<file path="config.mk">
export PLATFORM = sky130hd
export DESIGN_NAME = commit_trace_buffer
export DESIGN_NICKNAME = d
export VERILOG_FILES = /design/src/rtl/commit_trace_buffer.sv
export SDC_FILE = /design/constraint.sdc
export NUM_CORES = 2
export LEC_CHECK = 0
export BUFFER_PORTS_ARGS = -buffer_cell sky130_fd_sc_hd__buf_2
export CORE_AREA = 2 2 522 524
export DETAILED_ROUTE_END_ITERATION = 6
export DIE_AREA = 0 0 524 526
export PLACE_DENSITY = 0.79
export SYNTH_ARGS = -nofsm -noshare
export SYNTH_HDL_FRONTEND = slang
export SYNTH_MEMORY_MAX_BITS = 65536
export SYNTH_SLANG_ARGS = --single-unit
</file>
<file path="constraint.sdc">
create_clock -name cpu_clk -period 19 [get_ports cpu_clk]
set_clock_uncertainty 0.15 [all_clocks]
set_input_delay 2.85 -clock cpu_clk [delete_from_list [all_inputs] [get_ports cpu_clk]]
set_output_delay 2.85 -clock cpu_clk [all_outputs]
set_load 0.05 [all_outputs]
</file>
<file path="src/rtl/commit_trace_buffer.sv">
// Retire-packet trace FIFO: stamps each retired instruction with a 64-bit order number and queues it for a trace consumer.
// Optional build macro TRACE_NOP_FILTER_EN drops canonical NOPs (addi x0,x0,0) before they reach the queue.
module commit_trace_buffer #(
  parameter int DEPTH = 16,
  parameter int CNT_W = 16
) (
  input  logic                     cpu_clk,
  input  logic                     reset,
  input  logic                     ret_valid,
  input  logic [31:0]              ret_insn,
  input  logic [31:0]              ret_pc_rdata,
  input  logic [31:0]              ret_pc_wdata,
  input  logic [4:0]               ret_rs1_addr,
  input  logic [31:0]              ret_rs1_rdata,
  input  logic [4:0]               ret_rs2_addr,
  input  logic [31:0]              ret_rs2_rdata,
  input  logic [4:0]               ret_rd_addr,
  input  logic [31:0]              ret_rd_wdata,
  output logic                     trc_valid,
  input  logic                     trc_ready,
  output logic [270:0]             trc_pkt,
  output logic [$clog2(DEPTH):0]   fill_level,
  output logic [CNT_W-1:0]         drop_cnt,
  output logic                     ovf
);

  localparam int AW = $clog2(DEPTH);
  localparam int PKT_W = 271;
  localparam logic [AW:0] FULL_LVL = (AW+1)'(DEPTH);
  localparam logic [AW:0] PTR_ONE = (AW+1)'(1);
  localparam logic [CNT_W-1:0] CNT_ONE = CNT_W'(1);

  logic [PKT_W-1:0] mem_r [DEPTH];
  logic [AW:0]      wr_ptr_r;
  logic [AW:0]      rd_ptr_r;
  logic [63:0]      order_r;

  logic             is_nop_s;
  logic             full_s;
  logic             pop_s;
  logic             push_s;
  logic             drop_s;
  logic [AW:0]      fill_nxt_s;
  logic [31:0]      rd_wdata_s;
  logic [PKT_W-1:0] pkt_s;

`ifdef TRACE_NOP_FILTER_EN
  assign is_nop_s = (ret_insn == 32'h0000_0013);
`else
  assign is_nop_s = 1'b0;
`endif

  // Push/pop/drop decisions, next fill level and the packet to store.
  always_comb begin
    full_s     = (fill_level == FULL_LVL);
    pop_s      = trc_valid & trc_ready;
    push_s     = ret_valid & ~is_nop_s & (~full_s | pop_s);
    drop_s     = ret_valid & ~is_nop_s & full_s & ~pop_s;
    fill_nxt_s = fill_level;
    if (push_s && !pop_s) begin
      fill_nxt_s = fill_level + PTR_ONE;
    end else if (pop_s && !push_s) begin
      fill_nxt_s = fill_level - PTR_ONE;
    end else begin
      fill_nxt_s = fill_level;
    end
    // x0 writes never land, so the logged write-back value is forced to zero.
    if (ret_rd_addr == 5'd0) begin
      rd_wdata_s = 32'h0000_0000;
    end else begin
      rd_wdata_s = ret_rd_wdata;
    end
    pkt_s = {order_r, ret_insn, ret_pc_rdata, ret_pc_wdata,
             ret_rs1_addr, ret_rs1_rdata, ret_rs2_addr, ret_rs2_rdata,
             ret_rd_addr, rd_wdata_s};
  end

  // Pointers, occupancy, order stamp and overflow accounting.
  always_ff @(posedge cpu_clk) begin
    if (reset) begin
      wr_ptr_r   <= '0;
      rd_ptr_r   <= '0;
      fill_level <= '0;
      trc_valid  <= 1'b0;
      order_r    <= 64'd0;
      drop_cnt   <= '0;
      ovf        <= 1'b0;
    end else begin
      if (push_s) wr_ptr_r <= wr_ptr_r + PTR_ONE;
      if (pop_s)  rd_ptr_r <= rd_ptr_r + PTR_ONE;
      fill_level <= fill_nxt_s;
      trc_valid  <= (fill_nxt_s != '0);
      // Order advances on every retire, so downstream gaps reveal drops and filtered NOPs.
      if (ret_valid) order_r <= order_r + 64'd1;
      if (drop_s) begin
        if (drop_cnt != '1) drop_cnt <= drop_cnt + CNT_ONE;
        ovf <= 1'b1;
      end
    end
  end

  // Packet storage; no reset needed since occupancy gates visibility.
  always_ff @(posedge cpu_clk) begin
    if (push_s && !reset) begin
      mem_r[wr_ptr_r[AW-1:0]] <= pkt_s;
    end
  end

  assign trc_pkt = mem_r[rd_ptr_r[AW-1:0]];

endmodule
</file>
==> impl_metrics.env <==
export IMPL_critPathRequiredTime_ns=16.00
export IMPL_cts_resized=0
export IMPL_start_kind="flop"
export IMPL_clk_path_buf_depth=4
export IMPL_rsz0062_at_grt="false"
export IMPL_vias=78300
export IMPL_final_instance_count_excl_fill=11400
export IMPL_clkLatencyLatePin_ns=0.96
export IMPL_core_um2=270000
export IMPL_ant_nets=0
export IMPL_post_cts_setup_buffers=0
export IMPL_hold_depth=2
export IMPL_fin_hold_ws_ns=0.307
export IMPL_min_to="ovf"
export IMPL_setup_slack_ns=9.34
export IMPL_critPathKind="reg -> out"
export IMPL_synth_nets=6879
export IMPL_synth_area_um2=167000
export IMPL_power_density_nw_per_um2=111
export IMPL_yosys_warnings=0
export IMPL_ys_flop_type="edfxtp_1"
export IMPL_ys_async_sr_fraction=0
export IMPL_hold_start="ovf"
export IMPL_grt_pass1_vias=81900
export IMPL_die_w_um=524
export IMPL_ys_seq_elements=4435
export IMPL_drc=0
export IMPL_h_tree_depth=5
export IMPL_area_growth_synth_to_final_pct=12.7
export IMPL_cts_tree="done"
export IMPL_final_max_slew_viol_count=0
export IMPL_reg2reg_slack_ns=12.04
export IMPL_gp_congestion=0.773
export IMPL_cts_root_buf="clkbuf_16"
export IMPL_io_buffers=504
export IMPL_ys_types=50
export IMPL_slew_headroom=0.187
export IMPL_setup_viol=0
export IMPL_grt_overflow=0
export IMPL_critical_path_max_fanout=104
export IMPL_reg2reg_from="fill_level[0]"
export IMPL_place_hpwl_um=186000
export IMPL_rr_endpoint="mem_r[13][91]"
export IMPL_cts_clk_slew_worst_paths_ns=0.06
export IMPL_holdBufCountCts=0
export IMPL_period_minus_slack_ns=9.66
export IMPL_final_nets=7610
export IMPL_fin_tns_setup_ns=0
export IMPL_synth_cells=6659
export IMPL_synth_seq_area_share=0.792
export IMPL_synth_edf_count=4336
export IMPL_ir_drop_uv=106
export IMPL_cts_sinks=4435
export IMPL_grt_pass1_wl_um=585000
export IMPL_numCtsBuffers=426
export IMPL_p_leak_nw=56.5
export IMPL_finalHoldViolations=0
export IMPL_syn_area_per_cell_um2=25.1
export IMPL_drt_first_iter_violations=11200
export IMPL_layout_common_cells="edfxtp_1, mux4_2, buf_2, clkbuf_16, buf_4"
export IMPL_place_inst=10500
export IMPL_wirelength_um=404000
export IMPL_status="finished, final reports clean"
export IMPL_grt_usage=0.296
export IMPL_dp_slack_ns=9.86
export IMPL_die_area_um2=276000
export IMPL_fmax_ghz=0.104
export IMPL_worst_slew_pin_slew_ns=1.22
export IMPL_final_common_cell="edfxtp_1"
export IMPL_grt_max_degree=157
export IMPL_reg2reg_depth=10
export IMPL_worstPathArrival_ns=6.66
export IMPL_fp_dieH_um=526
export IMPL_total_power_w=0.0210
export IMPL_period_share=0.508
export IMPL_antenna_found_initial=83
export IMPL_viasPerCell=6.88
export IMPL_start_util=0.619
export IMPL_drive_gt1_frac=0.339
export IMPL_rows=191
export IMPL_ioPinCount=505
export IMPL_wire_per_inst_um=35.5
export IMPL_holdCritPathClass="reg -> reg"
export IMPL_cap_violations=0
export IMPL_drt_pre_antenna_iters=5
export IMPL_cp_end_kind="output pin"
layer usage:
| layer | vias to the layer above | global-route usage | part of all wire |
|---|---|---|---|
| met4 | 44 | 0.0933 | 0.034 |
| met5 | - | 0 | 0.00068 |
| li1 | 30400 | - | - |
| met3 | 831 | 0.0571 | 0.10 |
| met1 | 41800 | 0.404 | 0.35 |
| met2 | 5104 | 0.491 | 0.51 |
cell type report:
class                           count  area (um^2)
Sequential cell                  4435       132000
Fill cell                       14800        81600
Multi-Input combinational cell   1878        33600
Clock buffer                      520        11200
Tap cell                         3570         4470
Timing Repair Buffer              638         3790
Clock inverter                    274         2760
Antenna cell                       53          133
Inverter                           11         41.3
state kept, by name, summed over array words and instances (netlist names), named ones only:
signal	flops
mem_r	4336
order_r	64
drop_cnt	16
fill_level	5
rd_ptr_r	4
wr_ptr_r	4
ovf	1
trc_valid	1
synthesized netlist by cell type, types with 4 or more instances:
cell | instances | share of area
mux4_2 | 1335 | 0.18
or2_2 | 4 | 0.00015
and3_1 | 10 | 0.00037
ha_1 | 9 | 0.00067
and4_1 | 11 | 0.00058
inv_1 | 11 | 0.00025
nor4_1 | 15 | 0.00056
o21ai_0 | 23 | 0.00069
nor3_1 | 8 | 0.00024
or3_2 | 7 | 0.00031
nor2b_1 | 54 | 0.0020
or3_1 | 16 | 0.00060
xor2_1 | 29 | 0.0015
nand3_1 | 24 | 0.00072
nor2_1 | 95 | 0.0021
a211oi_1 | 21 | 0.00094
buf_2 | 25 | 0.00075
nand2_1 | 37 | 0.00083
dfxtp_1 | 99 | 0.012
nand4_1 | 34 | 0.0013
mux2i_1 | 21 | 0.0013
xnor2_1 | 34 | 0.0018
or4_1 | 5 | 0.00022
and2_1 | 7 | 0.00026
a21oi_1 | 49 | 0.0015
buf_1 | 103 | 0.0023
edfxtp_1 | 4336 | 0.78
clkbuf_1 | 206 | 0.0046
cell families (layout without fill, tap and decap cells):
kind of cell,count (synthesis),count (layout),share of synthesized area
buffers and inverters,346,1443,0.00801
AO/OA/AOI/OAI,104,104,0.00362
multiplexers,1357,1357,0.181
flip-flops,4435,4435,0.792
XOR/XNOR,63,63,0.00330
other,0,53,0
adder cells (fa/ha/maj),9,9,0.000674
AND/OR/NAND/NOR,345,345,0.0114
critical path, stage by stage (launching register included):
cell	delay (ns)
dfxtp_4	0.75
buf_4	0.90
buf_12	0.66
buf_4	0.84
buf_4	0.86
mux4_2	0.63
mux4_2	0.50
buf_2	0.23
how the worst max path moves through the flow:
| stage | end | startpoint | slack [ns] | cells past startpoint |
|---|---|---|---|---|
| 6_report | trc_pkt[27] | flop | 9.34 | 7 |
| 5_1_grt | trc_pkt[27] | flop | 8.70 | 7 |
| 4_1_cts | trc_pkt[27] | flop | 9.07 | 7 |
| 3_5_place_dp | mem_r[13][86] | ret_valid | 9.86 | 9 |
| 3_3_place_gp | mem_r[13][90] | ret_valid | 10.09 | 9 |
| 2_1_floorplan | mem_r[15][0] | ret_valid | 3.02 | 4 |
power breakdown:
part | switching [W] | leakage [nW] | total (W) | internal [W]
Combinational | 0.00100 | 10.3 | 0.00165 | 0.000647
Sequential | 0.0000358 | 39.5 | 0.0108 | 0.0108
Clock | 0.00370 | 6.81 | 0.00849 | 0.00479
stage by stage:
step / instance area, um^2 / utilization
3_5_place_dp: 174000 / 0.645
3_3_place_gp: 174000 / 0.645
2_1_floorplan: 167000 / -
6_report: 188000 / 0.698
5_1_grt: 188000 / 0.697
4_1_cts: 188000 / 0.697
Note: power is estimated with default switching activity, not from simulation.
